[src/rtl/booth_divider.sv]
`timescale 1ns/1ps
`default_nettype none
// +---------------------------------------------------------------------------+
// | booth_divider                                                             |
// | Sequential signed restoring divider: Z (2N bits) / X (N bits) -> Y, R.    |
// | Revision: 1.0                                                             |
// +---------------------------------------------------------------------------+
module booth_divider #(
  parameter int N = 4
) (
  input  logic           clk,
  input  logic           rst_n,
  input  logic           start,
  input  logic [2*N-1:0] Z,
  input  logic [N-1:0]   X,
  output logic [N-1:0]   Y,
  output logic [N-1:0]   R,
  output logic           busy,
  output logic           done,
  output logic           ovf,
  output logic           dbz
);

  localparam int              C_CW   = $clog2(2*N+1);
  localparam logic [C_CW-1:0] C_LAST = C_CW'(2*N);
  localparam logic [2*N-1:0]  C_QPOS = (2*N)'(2**(N-1)-1);
  localparam logic [2*N-1:0]  C_QNEG = (2*N)'(2**(N-1));

  localparam logic [1:0] C_IDLE = 2'd0;
  localparam logic [1:0] C_RUN  = 2'd1;
  localparam logic [1:0] C_FIX  = 2'd2;

  logic [1:0]      state_q, state_d;
  logic [C_CW-1:0] cnt_q, cnt_d;
  logic [N:0]      rem_q, rem_d;
  logic [2*N-1:0]  quo_q, quo_d;
  logic [N:0]      xmag_q, xmag_d;
  logic            neg_q, neg_d;
  logic            sz_q, sz_d;
  logic            xz_q, xz_d;
  logic [N-1:0]    y_q, y_d;
  logic [N-1:0]    r_q, r_d;
  logic            ovf_q, ovf_d;
  logic            dbz_q, dbz_d;
  logic            busy_q, busy_d;
  logic            done_q, done_d;

  logic [2*N-1:0]  w_zmag;
  logic [N:0]      w_xext;
  logic [N:0]      w_xmag;
  logic [N+1:0]    w_rem_sh;
  logic [N+1:0]    w_trial;
  logic [N-1:0]    w_ylow;
  logic [N-1:0]    w_rsig;
  logic            w_ovf;

  // Unsigned view of -2^(2N-1) is 2^(2N-1), so 2N bits suffice for |Z|.
  assign w_zmag   = Z[2*N-1] ? (~Z + 1'b1) : Z;
  assign w_xext   = {X[N-1], X};
  assign w_xmag   = X[N-1] ? (~w_xext + 1'b1) : w_xext;
  assign w_rem_sh = {rem_q, quo_q[2*N-1]};
  assign w_trial  = w_rem_sh - {1'b0, xmag_q};
  assign w_ylow   = neg_q ? (~quo_q[N-1:0] + 1'b1) : quo_q[N-1:0];
  assign w_rsig   = sz_q ? (~rem_q[N-1:0] + 1'b1) : rem_q[N-1:0];
  assign w_ovf    = neg_q ? (quo_q > C_QNEG) : (quo_q > C_QPOS);

  always_ff @(posedge clk) begin
    if (!rst_n) begin
      state_q <= C_IDLE;
      cnt_q   <= '0;
      rem_q   <= '0;
      quo_q   <= '0;
      xmag_q  <= '0;
      neg_q   <= 1'b0;
      sz_q    <= 1'b0;
      xz_q    <= 1'b0;
      y_q     <= '0;
      r_q     <= '0;
      ovf_q   <= 1'b0;
      dbz_q   <= 1'b0;
      busy_q  <= 1'b0;
      done_q  <= 1'b0;
    end else begin
      state_q <= state_d;
      cnt_q   <= cnt_d;
      rem_q   <= rem_d;
      quo_q   <= quo_d;
      xmag_q  <= xmag_d;
      neg_q   <= neg_d;
      sz_q    <= sz_d;
      xz_q    <= xz_d;
      y_q     <= y_d;
      r_q     <= r_d;
      ovf_q   <= ovf_d;
      dbz_q   <= dbz_d;
      busy_q  <= busy_d;
      done_q  <= done_d;
    end
  end

  // RUN spends one extra cycle after the 2N-th iteration so latency is 2N+2.
  always_comb begin
    state_d = state_q;
    case (state_q)
      C_IDLE:  if (start) state_d = C_RUN;
      C_RUN:   if (cnt_q == C_LAST) state_d = C_FIX;
      C_FIX:   state_d = C_IDLE;
      default: state_d = C_IDLE;
    endcase
  end

  always_comb begin
    cnt_d  = cnt_q;
    rem_d  = rem_q;
    quo_d  = quo_q;
    xmag_d = xmag_q;
    neg_d  = neg_q;
    sz_d   = sz_q;
    xz_d   = xz_q;
    y_d    = y_q;
    r_d    = r_q;
    ovf_d  = ovf_q;
    dbz_d  = dbz_q;
    busy_d = (state_d != C_IDLE);
    done_d = (state_q == C_FIX);
    case (state_q)
      C_IDLE: begin
        if (start) begin
          cnt_d  = '0;
          rem_d  = '0;
          quo_d  = w_zmag;
          xmag_d = w_xmag;
          neg_d  = Z[2*N-1] ^ X[N-1];
          sz_d   = Z[2*N-1];
          xz_d   = (X == '0);
        end
      end
      C_RUN: begin
        cnt_d = cnt_q + 1'b1;
        if (cnt_q != C_LAST) begin
          quo_d = {quo_q[2*N-2:0], ~w_trial[N+1]};
          rem_d = w_trial[N+1] ? w_rem_sh[N:0] : w_trial[N:0];
        end
      end
      C_FIX: begin
        dbz_d = xz_q;
        y_d   = xz_q ? '0 : w_ylow;
        r_d   = xz_q ? '0 : w_rsig;
        ovf_d = !xz_q && w_ovf;
      end
      default: ;
    endcase
  end

  assign Y    = y_q;
  assign R    = r_q;
  assign busy = busy_q;
  assign done = done_q;
  assign ovf  = ovf_q;
  assign dbz  = dbz_q;

endmodule
`default_nettype wire

[config.mk]
export PLATFORM = sky130hd
export DESIGN_NAME = booth_divider
export DESIGN_NICKNAME = d
export VERILOG_FILES = /design/src/rtl/booth_divider.sv
export SDC_FILE = /design/constraint.sdc
export NUM_CORES = 1
export LEC_CHECK = 0
export CAP_MARGIN = 5
export CORE_UTILIZATION = 55
export DETAILED_ROUTE_END_ITERATION = 7
export PLACE_DENSITY = 0.88
export SETUP_SLACK_MARGIN = 0.3
export SYNTH_ARGS = -nofsm -noshare
export SYNTH_HDL_FRONTEND = slang
export SYNTH_SLANG_ARGS = --single-unit
[constraint.sdc]
create_clock -name clk -period 2.23 [get_ports clk]
set_input_delay 0.223 -clock clk [delete_from_list [all_inputs] [get_ports clk]]
set_output_delay 0.223 -clock clk [all_outputs]
set_load 0.03 [all_outputs]
# After elaboration in Yosys (flattened, before gate mapping)
# Index checks and enable logic that the tools add are counted.
dict set report word_totals {
  reg_bits 39
  latch_bits 0
  ramBits 0
  mem_bits_ro 0
  in_bits 15
  output_inout_bits 12
  word_cells 62
  n_memories 0
}
dict set report op_classes {
  addsub 6
  n_mul 0
  div 0
  magnitude_cmp 2
  eq_ne 6
  shift 0
  n_mux 19
  n_bitwise 6
  reduce_logical 9
}
# op count
set op_table {}
lappend op_table {{two-way mux 8 bit} 3}
lappend op_table {{two-way mux 4 bit} 5}
lappend op_table {{two-way mux 5 bit} 4}
lappend op_table {{one-hot mux 8 bit (2 select lines)} 1}
lappend op_table {{adder 4 x 1 -> 4 bit, second input constant} 3}
lappend op_table {{one-hot mux 5 bit (2 select lines)} 1}
lappend op_table {{adder 8 x 1 -> 8 bit, second input constant} 1}
lappend op_table {{> comparator 8 x 3 -> 1 bit, second input constant} 1}
lappend op_table {{> comparator 8 x 4 -> 1 bit, second input constant} 1}
lappend op_table {{NOT 4 bit} 2}
lappend op_table {{NOT 8 bit} 1}
lappend op_table {{one-hot mux 4 bit (2 select lines)} 1}
lappend op_table {{subtractor 6 x 5 -> 6 bit} 1}
lappend op_table {{adder 5 x 1 -> 5 bit, second input constant} 1}
lappend op_table {{NOT 5 bit} 1}
lappend op_table {{== test 4 bit, second input constant} 1}
lappend op_table {{zero test 4 bit} 1}
lappend op_table {{two-way mux 2 bit} 2}
lappend op_table {{inequality test 2 bit, second input constant} 2}
lappend op_table {{inequality test 4 bit, second input constant} 1}
lappend op_table {{one-hot mux 2 bit (2 select lines)} 1}
lappend op_table {{AND reduction 2 bit} 2}
lappend op_table {{nonzero test 2 bit} 2}
lappend op_table {{AND reduction 3 bit} 1}
lappend op_table {{8 further kinds} 8}

# Logic depth before layout (Yosys ltp)
# Gate-level depths: netlist (run 1).
dict set report depth {
  word_depth 5
  mapped_depth 8
  ltp_nobuf 8
}

# Worst setup path before layout (run 1)
# Ideal clock, no wire load.
dict set report synth_timing {
  kind {register to register}
  startpoint {register xmag_q[1]}
  endpoint {register rem_q[0]}
  setup_time_ns 0.067
  t_arrival_ns 1.873
  required_time_ns 2.163
  slack_ns 0.289
  stages_incl_launch_ff 8
  n_path_buf 0
  period_less_slack_ns 1.941
  path_cell_list {dfxtp_1 -> inv_1 -> ha_1 -> nor2b_1 -> o211a_1 -> o311ai_4 -> mux2_4 -> o21ai_2}
}
dict set report synth_via {
  elab_chain_cells 4
}
# element line_no
set synth_rtl {}
lappend synth_rtl {{start, declared} 37} ;# logic [N:0] xmag_q, xmag_d;
lappend synth_rtl {{start signal, assigned} 88} ;# xmag_q <= xmag_d;
lappend synth_rtl {{subtractor 6 x 5 -> 6 bit} 62} ;# assign w_trial = w_rem_sh - {1'b0, xmag_q};
lappend synth_rtl {{two-way mux 5 bit} 142} ;# rem_d = w_trial[N+1] ? w_rem_sh[N:0] : w_trial[N:0];
lappend synth_rtl {{two-way mux 5 bit} 140} ;# if (cnt_q != C_LAST) begin
lappend synth_rtl {{one-hot mux 5 bit (2 select lines)} 126} ;# case (state_q)
lappend synth_rtl {{end signal, assigned} 86} ;# rem_q <= rem_d;
lappend synth_rtl {{end, declared} 35} ;# logic [N:0] rem_q, rem_d;
# No other way between the ends. The select of a mux whose other input is x is not followed.
# A chain may end at the register's enable or synchronous reset.

# Final worst setup path (run 1)
dict set report layout_timing {
  startpoint {register xmag_q[1]}
  endpoint {register rem_q[1]}
}
# The elaborated chain is that of the path after synthesis.

==> results of run 1 <==
[layout make-up]
cell class,count,share of cell area
flip-flops and latches,39,0.2957
well taps,48,0.02257
clock inverters,1,0.001881
repair buffers,35,0.1246
inverters,18,0.02539
multi-input cells,189,0.5012
clock buffers,7,0.02868
[per-layer routing]
metal,global-route usage,vias up,routed length (um)
met5,0,-,0
met4,0.08611,0,97
met3,0.07042,12,202
met2,0.3906,50,2232
met1,0.3007,883,2200
li1,-,964,-
[power groups by stage]
stage	clock network (mW)	registers [mW]	logic (mW)
after floorplan	0	0.776	0.322
after global placement	0	0.781	0.403
after detailed placement	0	0.783	0.415
after CTS	0.464	0.769	0.461
after global routing	0.489	0.777	0.538
final	0.457	0.773	0.494
[kinds of logic after synthesis]
kind of cell	count (synthesis)	synth area share
AO/OA/AOI/OAI	63	0.2210
multiplexers	8	0.04155
XOR/XNOR	13	0.05251
buffers and inverters	28	0.05193
AND/OR/NAND/NOR	93	0.2002
adder cells (fa/ha/maj)	12	0.07271
flip-flops	39	0.3601
[repair_timing]
item / in CTS / in global routing
buffers inserted: 3 / 2
endpoints found under the setup margin: 5 / 5
gates resized for setup: 7 / 12
pin swaps: 1 / 2
[worst max-delay path: cells and delay by family (launching register included)]
kind                       cells  cell delay (ns)
muxes                          1             0.30
DFF                            1             0.32
adders and majority gates      1             0.20
AOI/OAI and AO/OA              3             0.61
buffers and inverters          2             0.25
and+or+nand+nor                1             0.16
[registers in the layout (all words and copies together) (netlist names)]
register and cells:
xz_q 1, Y 4, rem_q 5, done 1, quo_q 8, busy 1, xmag_q 5, state_q 2
R 4, dbz 1, ovf 1, sz_q 1, neg_q 1, cnt_q 4
[stage by stage]
| step | setup WS (ns) | hold WS [ns] | power (mW) |
|---|---|---|---|
| 5_1_grt | 0.2955 | 0.4918 | 1.804 |
| 6_report | 0.3265 | 0.4600 | 1.724 |
| 2_1_floorplan | 0.3422 | 0.3488 | 1.098 |
| 3_3_place_gp | 0.2225 | 0.4414 | 1.184 |
| 4_1_cts | 0.3024 | 0.4611 | 1.694 |
| 3_5_place_dp | 0.1548 | 0.4506 | 1.198 |
[cells in the final DEF, fill, tap and decap left out, types with 2 or more instances in the layout]
| master | n |
|---|---|
| a211o_1 | 2 |
| a211oi_1 | 8 |
| a21oi_1 | 15 |
| a22oi_1 | 7 |
| buf_4 | 8 |
| clkbuf_1 | 2 |
| clkbuf_8 | 5 |
| clkdlybuf4s50_1 | 26 |
| dfxtp_1 | 34 |
| dfxtp_2 | 5 |
| ha_1 | 6 |
| ha_2 | 2 |
| ha_4 | 3 |
| inv_1 | 17 |
| mux2_4 | 2 |
| mux2i_1 | 6 |
| nand2_1 | 26 |
| nand2b_1 | 8 |
| nand3_1 | 4 |
| nor2_1 | 34 |
| nor2b_1 | 2 |
| nor3_1 | 4 |
| nor4_1 | 2 |
| nor4b_1 | 2 |
| o211ai_1 | 2 |
| o21a_1 | 2 |
| o21ai_0 | 7 |
| o21ai_2 | 2 |
| o31ai_1 | 4 |
| xnor2_1 | 9 |
| xor2_1 | 4 |
[worst max-delay path by stage]
stage	startpoint	cells after the start	end	slack, ns
finish	xmag_q[1]$_SDFFE_PN0P_	8	rem_q[1]$_SDFFE_PN0P_	0.33
global placement	Z[0]	8	quo_q[6]$_SDFFE_PN0P_	0.22
CTS	rem_q[0]$_SDFFE_PN0P_	7	rem_q[0]$_SDFFE_PN0P_	0.30
floorplan	rem_q[2]$_SDFFE_PN0P_	7	rem_q[0]$_SDFFE_PN0P_	0.34
detailed placement	Z[0]	8	quo_q[6]$_SDFFE_PN0P_	0.15
global route	xmag_q[1]$_SDFFE_PN0P_	8	rem_q[0]$_SDFFE_PN0P_	0.30
==> summary.md, run 1 <==
| Metric | Value |
|---|---|
| Average size of a mapped cell | `8.470 um^2` |
| Top post-synthesis cells by area | `dfxtp_1, ha_1, nor2_1` |
| Fillers | `282` |
| Wire per inst | `14.04 um` |
| Cell Chain, Critical Path | `inv_1, ha_4, nor2b_2, o211a_1, o311ai_4, buf_6, mux2_4, o21ai_2` |
| Hold crit path type | `register to register` |
| Final net count | `315` |
| Hpwl dp | `3298 um` |
| Main synth FF type | `dfxtp_1` |
| Clock root cell | `clkbuf_8` |
| Die X | `64.79 um` |
| Status | `complete, no violations` |
| Worst Setup Start Kind | `register` |
| Global-route wire length before repair | `7783 um` |
| Num Clock Sinks | `39` |
| Crit path kind | `register to register` |
| Hold Crit Depth | `2` |
| Antenna diodes | `0` |
| Worst Path Required | `roughly 2.5 ns` |
| Maximum vdd drop | `0.5386 mV` |
| Final hold violations | `0` |
| Setup TNS Final | `0 ns` |
| Hold_sp | `xmag_q[3]$_SDFFE_PN0P_` |
| P per Cell Area | `about 650 nW/um^2` |
| Worst setup EP type | `register` |
| Syn-to-layout area delta | `22.74%` |
| Synthesized flop and latch total | `39` |
| Gr ovfl total | `0` |
| CTS H-tree depth | `2` |
| YS warnings | `0` |
| Syn_nets | `283` |
| Seq/Total Area, Yosys | `0.3601` |
| Crit path arrival time | `2.14 ns` |
| EDFF count, synth | `0` |
| Setup violators final | `0` |
| Slew margin rel. | `0.6675` |
| Async SR Flop Fraction | `0` |
| P_leak | `1.043 nW` |
| Reg2reg path depth | `8` |
| Area leader, netlist | `dfxtp_1` |
| Tot GR Track Use | `0.2409` |
| FF-to-FF Start | `xmag_q[1]$_SDFFE_PN0P_` |
| Clock transition at path regs | `around 0.070 ns` |
| Placer Congestion | `roughly 0.83` |
| Reg2Reg Setup Slack | `0.33 ns` |
| Initial core utilization | `0.5835` |
| Vias per std cell | `5.665` |
| Net Switching | `0.5224 mW` |
| Min-Delay Endpoint | `xmag_q[3]$_SDFFE_PN0P_` |
| R2r endpoint | `rem_q[1]$_SDFFE_PN0P_` |
| Sequential standard cell area | `787.0 um^2` |
| Total Wirelength | `4733 um` |
| DRT antenna net count | `0` |
| Mapped Area | `2168 um^2` |
| Worst Tran Pin Value | `0.4978 ns` |
| Placed cell areas | `2474 um^2` |
| DRT iter0 DRCs | `101` |
| Via count | `approximately 1,900` |
| Tcrit/Tclk final | `0.8536` |
| # DRC | `0` |
| Pins over their slew limit | `0` |
| Clock power share | `0.265` |
| Max-cap violation count | `0` |
| Die area | `4198 um^2` |
| TritonCTS clock tree | `yes` |
| Drt first pass iters | `4` |
| Share of the synthesized area in the top cell type | `0.3601` |
| Cell count after synthesis | `256` |
| CTS Buffer Depth | `2` |
| Initial antenna violation count | `0` |
| Commonest cells in the netlist | `dfxtp_1, nor2_1, nand2_1` |
| Rows | `22` |
| Skew-Pair Late Insertion Delay | `~0.3 ns` |
| TritonCTS buffer count | `5` |
| Largest net degree at the start of global routing | `31` |
| Non-filler cells, final | `337` |
| Fmax | `525.3 MHz` |
| Synth unique cells | `49` |
| Worst clock skew | `0.008373 ns` |
| Combinational group share of total power | `0.286` |
| Die height | `between 60 and 70 um` |
| Sw Share | `0.3029` |
| Hold_buf cts | `0` |
| Dpl cells | `324` |
| Most common cell in the netlist | `dfxtp_1` |
| I/O pin total | `27` |
| Slowest stage delay, CP | `0.32 ns` |
| RSZ-0062 raised after global routing | `yes` |
| Vias in the first global route | `1,756` |
| Critical path fanouts, max | `3` |
| Fin area | `2661 um^2` |
| Share of layout cells above drive strength 1 | `0.1419` |
| # port buffers | `26` |
| Min Tclk post-route | `1.904 ns` |
| Multi-input gate area | `1334 um^2` |
| Final core utilization | `0.7162` |
| Core area | `3716 um^2` |
| Slowest stage cell, crit path | `dfxtp_2` |
| Internal power | `between 1 and 1.5 mW` |
| Sequential fraction of design power | `0.448` |
(Power assumes the default switching activity.)
==> run 2, diff against run 1 <==
--- a/config.mk
+++ b/config.mk
@@ -5,7 +5,8 @@
 export SDC_FILE = /design/constraint.sdc
 export NUM_CORES = 1
 export LEC_CHECK = 0
-export CAP_MARGIN = 5
+export ABC_AREA = 1
+export CAP_MARGIN = 20
 export CORE_UTILIZATION = 55
 export DETAILED_ROUTE_END_ITERATION = 7
 export PLACE_DENSITY = 0.88
==> run 2 against run 1 <==
- hold slack worse by 0.0054 ns
- clock skew shrank 0.0032 ns
- setup slack gained 0.098 ns
- wire length grew 6.2%
- first-iteration DRC count rose by 20%
- critical endpoint is now rem_q[4]$_SDFFE_PN0P_
- highest routed layer unchanged
==> summary.md, run 2 <==
| Metric | Value |
|---|---|
| Average size of a mapped cell | `7.338 um^2 (-13%)` |
| Slowest stage delay, CP | `0.40 ns (+0.08 ns)` |
| CTS Buffer Depth | `2 (unchanged)` |
| Main synth FF type | `dfxtp_1` |
| Crit path arrival time | `1.96 ns (-0.18 ns)` |
| Core area | `3771 um^2 (+1.5%)` |
| CTS H-tree depth | `2 (unchanged)` |
| # port buffers | `26 (unchanged)` |
| Syn_nets | `330 (+17%)` |
| Global-route wire length before repair | `8687 um (+12%)` |
| Smallest hold slack | `0.4546 ns (-0.005415 ns)` |
| Tcrit/Tclk final | `0.8096 (-0.04399)` |
| Final hold violations | `0 (unchanged)` |
| Min Tclk post-route | `1.805 ns (-0.09810 ns)` |
| Final core utilization | `0.6835 (-0.03268)` |
| Placer Congestion | `0.9211 (+11%)` |
| Delay-heaviest family, CP | `adder cells` |
| Initial antenna violation count | `0 (unchanged)` |
| Most flops, register | `quo_q` |
| P per Cell Area | `728.5 nW/um^2 (+12%)` |
| Hold crit path type | `register to register` |
| Seq/Total Area, Yosys | `0.3512 (-0.008916)` |
| I/O pin total | `27 (unchanged)` |
| Fmax | `553.9 MHz (+5.4%)` |
| Placed cell areas | `2501 um^2 (+1.1%)` |
| Cell Chain, Critical Path | `inv_1, ha_1, fa_1, nand3b_1, nand2_1, nand2_1, nand2_1, nand3_1, nand3_1, a21oi_2` |
| Worst Tran Pin Value | `0.5883 ns (+0.09058 ns)` |
| Syn-to-layout area delta | `15.93%` |
| Async SR Flop Fraction | `0 (unchanged)` |
| # DRC | `0 (unchanged)` |
| Synth unique cells | `36 (-27%)` |
| Mapped Area | `2223 um^2 (+2.5%)` |
| Commonest cells in the netlist | `nand2_1, dfxtp_1, a21oi_1, inv_1, nor2_1` |
| TritonCTS buffer count | `5 (unchanged)` |
| Worst setup EP type | `register` |
| Critical path fanouts, max | `3 (unchanged)` |
| Slowest stage cell, crit path | `fa_1` |
| Gr ovfl total | `0 (unchanged)` |
| Setup TNS Final | `0 ns (unchanged)` |
| YS warnings | `0 (unchanged)` |
| Clock root cell | `clkbuf_8` |
| Hpwl dp | `3561 um (+8.0%)` |
| Vias in the first global route | `1,974 (+12%)` |
| Most frequent cells in the layout | `nand2_1, dfxtp_1, inv_1, a21oi_1, clkdlybuf4s50_1` |
| Setup violators final | `0 (unchanged)` |
| Final net count | `356 (+13%)` |
| Vias per std cell | `5.580 (-1.5%)` |
| Share of the synthesized area in the top cell type | `0.3512 (-0.008916)` |
| TritonCTS clock tree | `yes` |
| DRT iter0 DRCs | `121 (+20%)` |
| Drt first pass iters | `4 (unchanged)` |
| Worst clock skew | `0.005204 ns (-0.003169 ns)` |
| Tot GR Track Use | `0.2657 (+0.02486)` |
| Total Wirelength | `5025 um (+6.2%)` |
| Clock transition at path regs | `0.07 ns (about the same)` |
| Wire per inst | `13.36 um (-4.8%)` |
| Setup bufs post-CTS | `0 (-3)` |
| Largest net degree at the start of global routing | `29 (-6.5%)` |
| Area leader, netlist | `dfxtp_1` |
| Rows | `22 (unchanged)` |
| Hold_buf cts | `0 (unchanged)` |
| Most common cell after layout, fill and taps aside | `nand2_1` |
| Max FFs per register | `8 (unchanged)` |
| Pwr Total | `1.878 mW (+8.9%)` |
| Crit path kind | `register to register` |
| Reg2Reg Setup Slack | `0.42 ns (+0.10 ns)` |
| Most common cell in the netlist | `nand2_1` |
| Fin area | `2577 um^2 (-3.1%)` |
| RSZ-0062 raised after global routing | `no` |
| Antenna diodes | `0 (unchanged)` |
| Initial core utilization | `0.5896 (+0.006080)` |
| Die X | `65.58 um (+1.2%)` |
| DRT antenna net count | `0 (unchanged)` |
| Maximum vdd drop | `0.2916 mV (-46%)` |
| Slew margin rel. | `0.6072 (-0.06027)` |
| Status | `complete, no violations` |
| Cell count after synthesis | `303 (+18%)` |
| Synthesized flop and latch total | `39 (unchanged)` |
| Skew-Pair Late Insertion Delay | `0.29 ns (about the same)` |
| CP bufs+invs | `1 (-1)` |
| Worst Setup Start Kind | `register` |
| Post-CTS Resized | `0 (-7)` |
| Die area | `4301 um^2 (+2.5%)` |
| Die height | `65.58 um (+1.2%)` |
| EDFF count, synth | `0 (unchanged)` |
| Pins over their slew limit | `0 (unchanged)` |
| P_leak | `1.027 nW (-1.5%)` |
| Num Clock Sinks | `39 (unchanged)` |
| Cell mode on critical path | `nand2_1` |
| Largest regs | `quo_q x8, rem_q x5, xmag_q x5` |
| Share of layout cells above drive strength 1 | `0.1220 (-0.01992)` |
| Worst Path Required | `2.39 ns (-0.08 ns)` |
| Max-cap violation count | `0 (unchanged)` |
| Top post-synthesis cells by area | `dfxtp_1, nand2_1, a21oi_1` |
| Via count | `2,098 (+9.9%)` |
[run 2: metrics by stage]
stage          std cells  setup WS (ns)
3_5_place_dp         370         0.3578
2_1_floorplan        303         0.6069
4_1_cts              376         0.4596
5_1_grt              376         0.3068
6_report             376         0.4246
3_3_place_gp         370         0.4454
[run 2: worst min-delay path: stages, from the launching register on]
cell and delay [ns]:
dfxtp_1 0.30, inv_1 0.06, nor3_1 0.05
[run 2: layout make-up]
type	instances	area, um^2
clock inverter	1	7.507
clock buffer	5	68.82
fill	330	1194
multi-input combinational	215	1230
inverter	40	155.1
tap	48	60.06
sequential	39	780.7
timing repair buffer	28	275.3
[run 2: layer usage]
layer / track usage / vias up / share of wire
met1: 0.3117 / 944 / 0.42
met2: 0.4497 / 84 / 0.48
li1: - / 1050 / -
met3: 0.06771 / 20 / 0.067
met5: 0 / - / 0
met4: 0.1223 / 0 / 0.031
[run 2: worst paths after layout]
check | from | to | cells past startpoint
setup / recovery | quo_q[7]$_SDFFE_PN0P_ | rem_q[4]$_SDFFE_PN0P_ | 10
hold / removal | xmag_q[4]$_SDFFE_PN0P_ | xmag_q[4]$_SDFFE_PN0P_ | 2
setup reg to reg | quo_q[7]$_SDFFE_PN0P_ | rem_q[4]$_SDFFE_PN0P_ | 10
hold reg to reg | xmag_q[4]$_SDFFE_PN0P_ | xmag_q[4]$_SDFFE_PN0P_ | 2
[run 2: power breakdown]
| group | internal, mW | switching, mW | leakage, nW |
|---|---|---|---|
| combinational | 0.237 | 0.392 | 0.673 |
| sequential | 0.746 | 0.0575 | 0.318 |
| clock | 0.207 | 0.238 | 0.0361 |
| total | 1.19 | 0.688 | 1.03 |
[run 2: logic make-up (layout without fill, tap and decap cells)]
family / after synthesis / in the layout / synth area share
flip-flops: 39 / 39 / 0.3512
buffers and inverters: 49 / 74 / 0.09567
XOR/XNOR: 4 / 4 / 0.01576
AND/OR/NAND/NOR: 125 / 125 / 0.2729
adder cells (fa/ha/maj): 12 / 12 / 0.07091
AO/OA/AOI/OAI: 74 / 74 / 0.1936
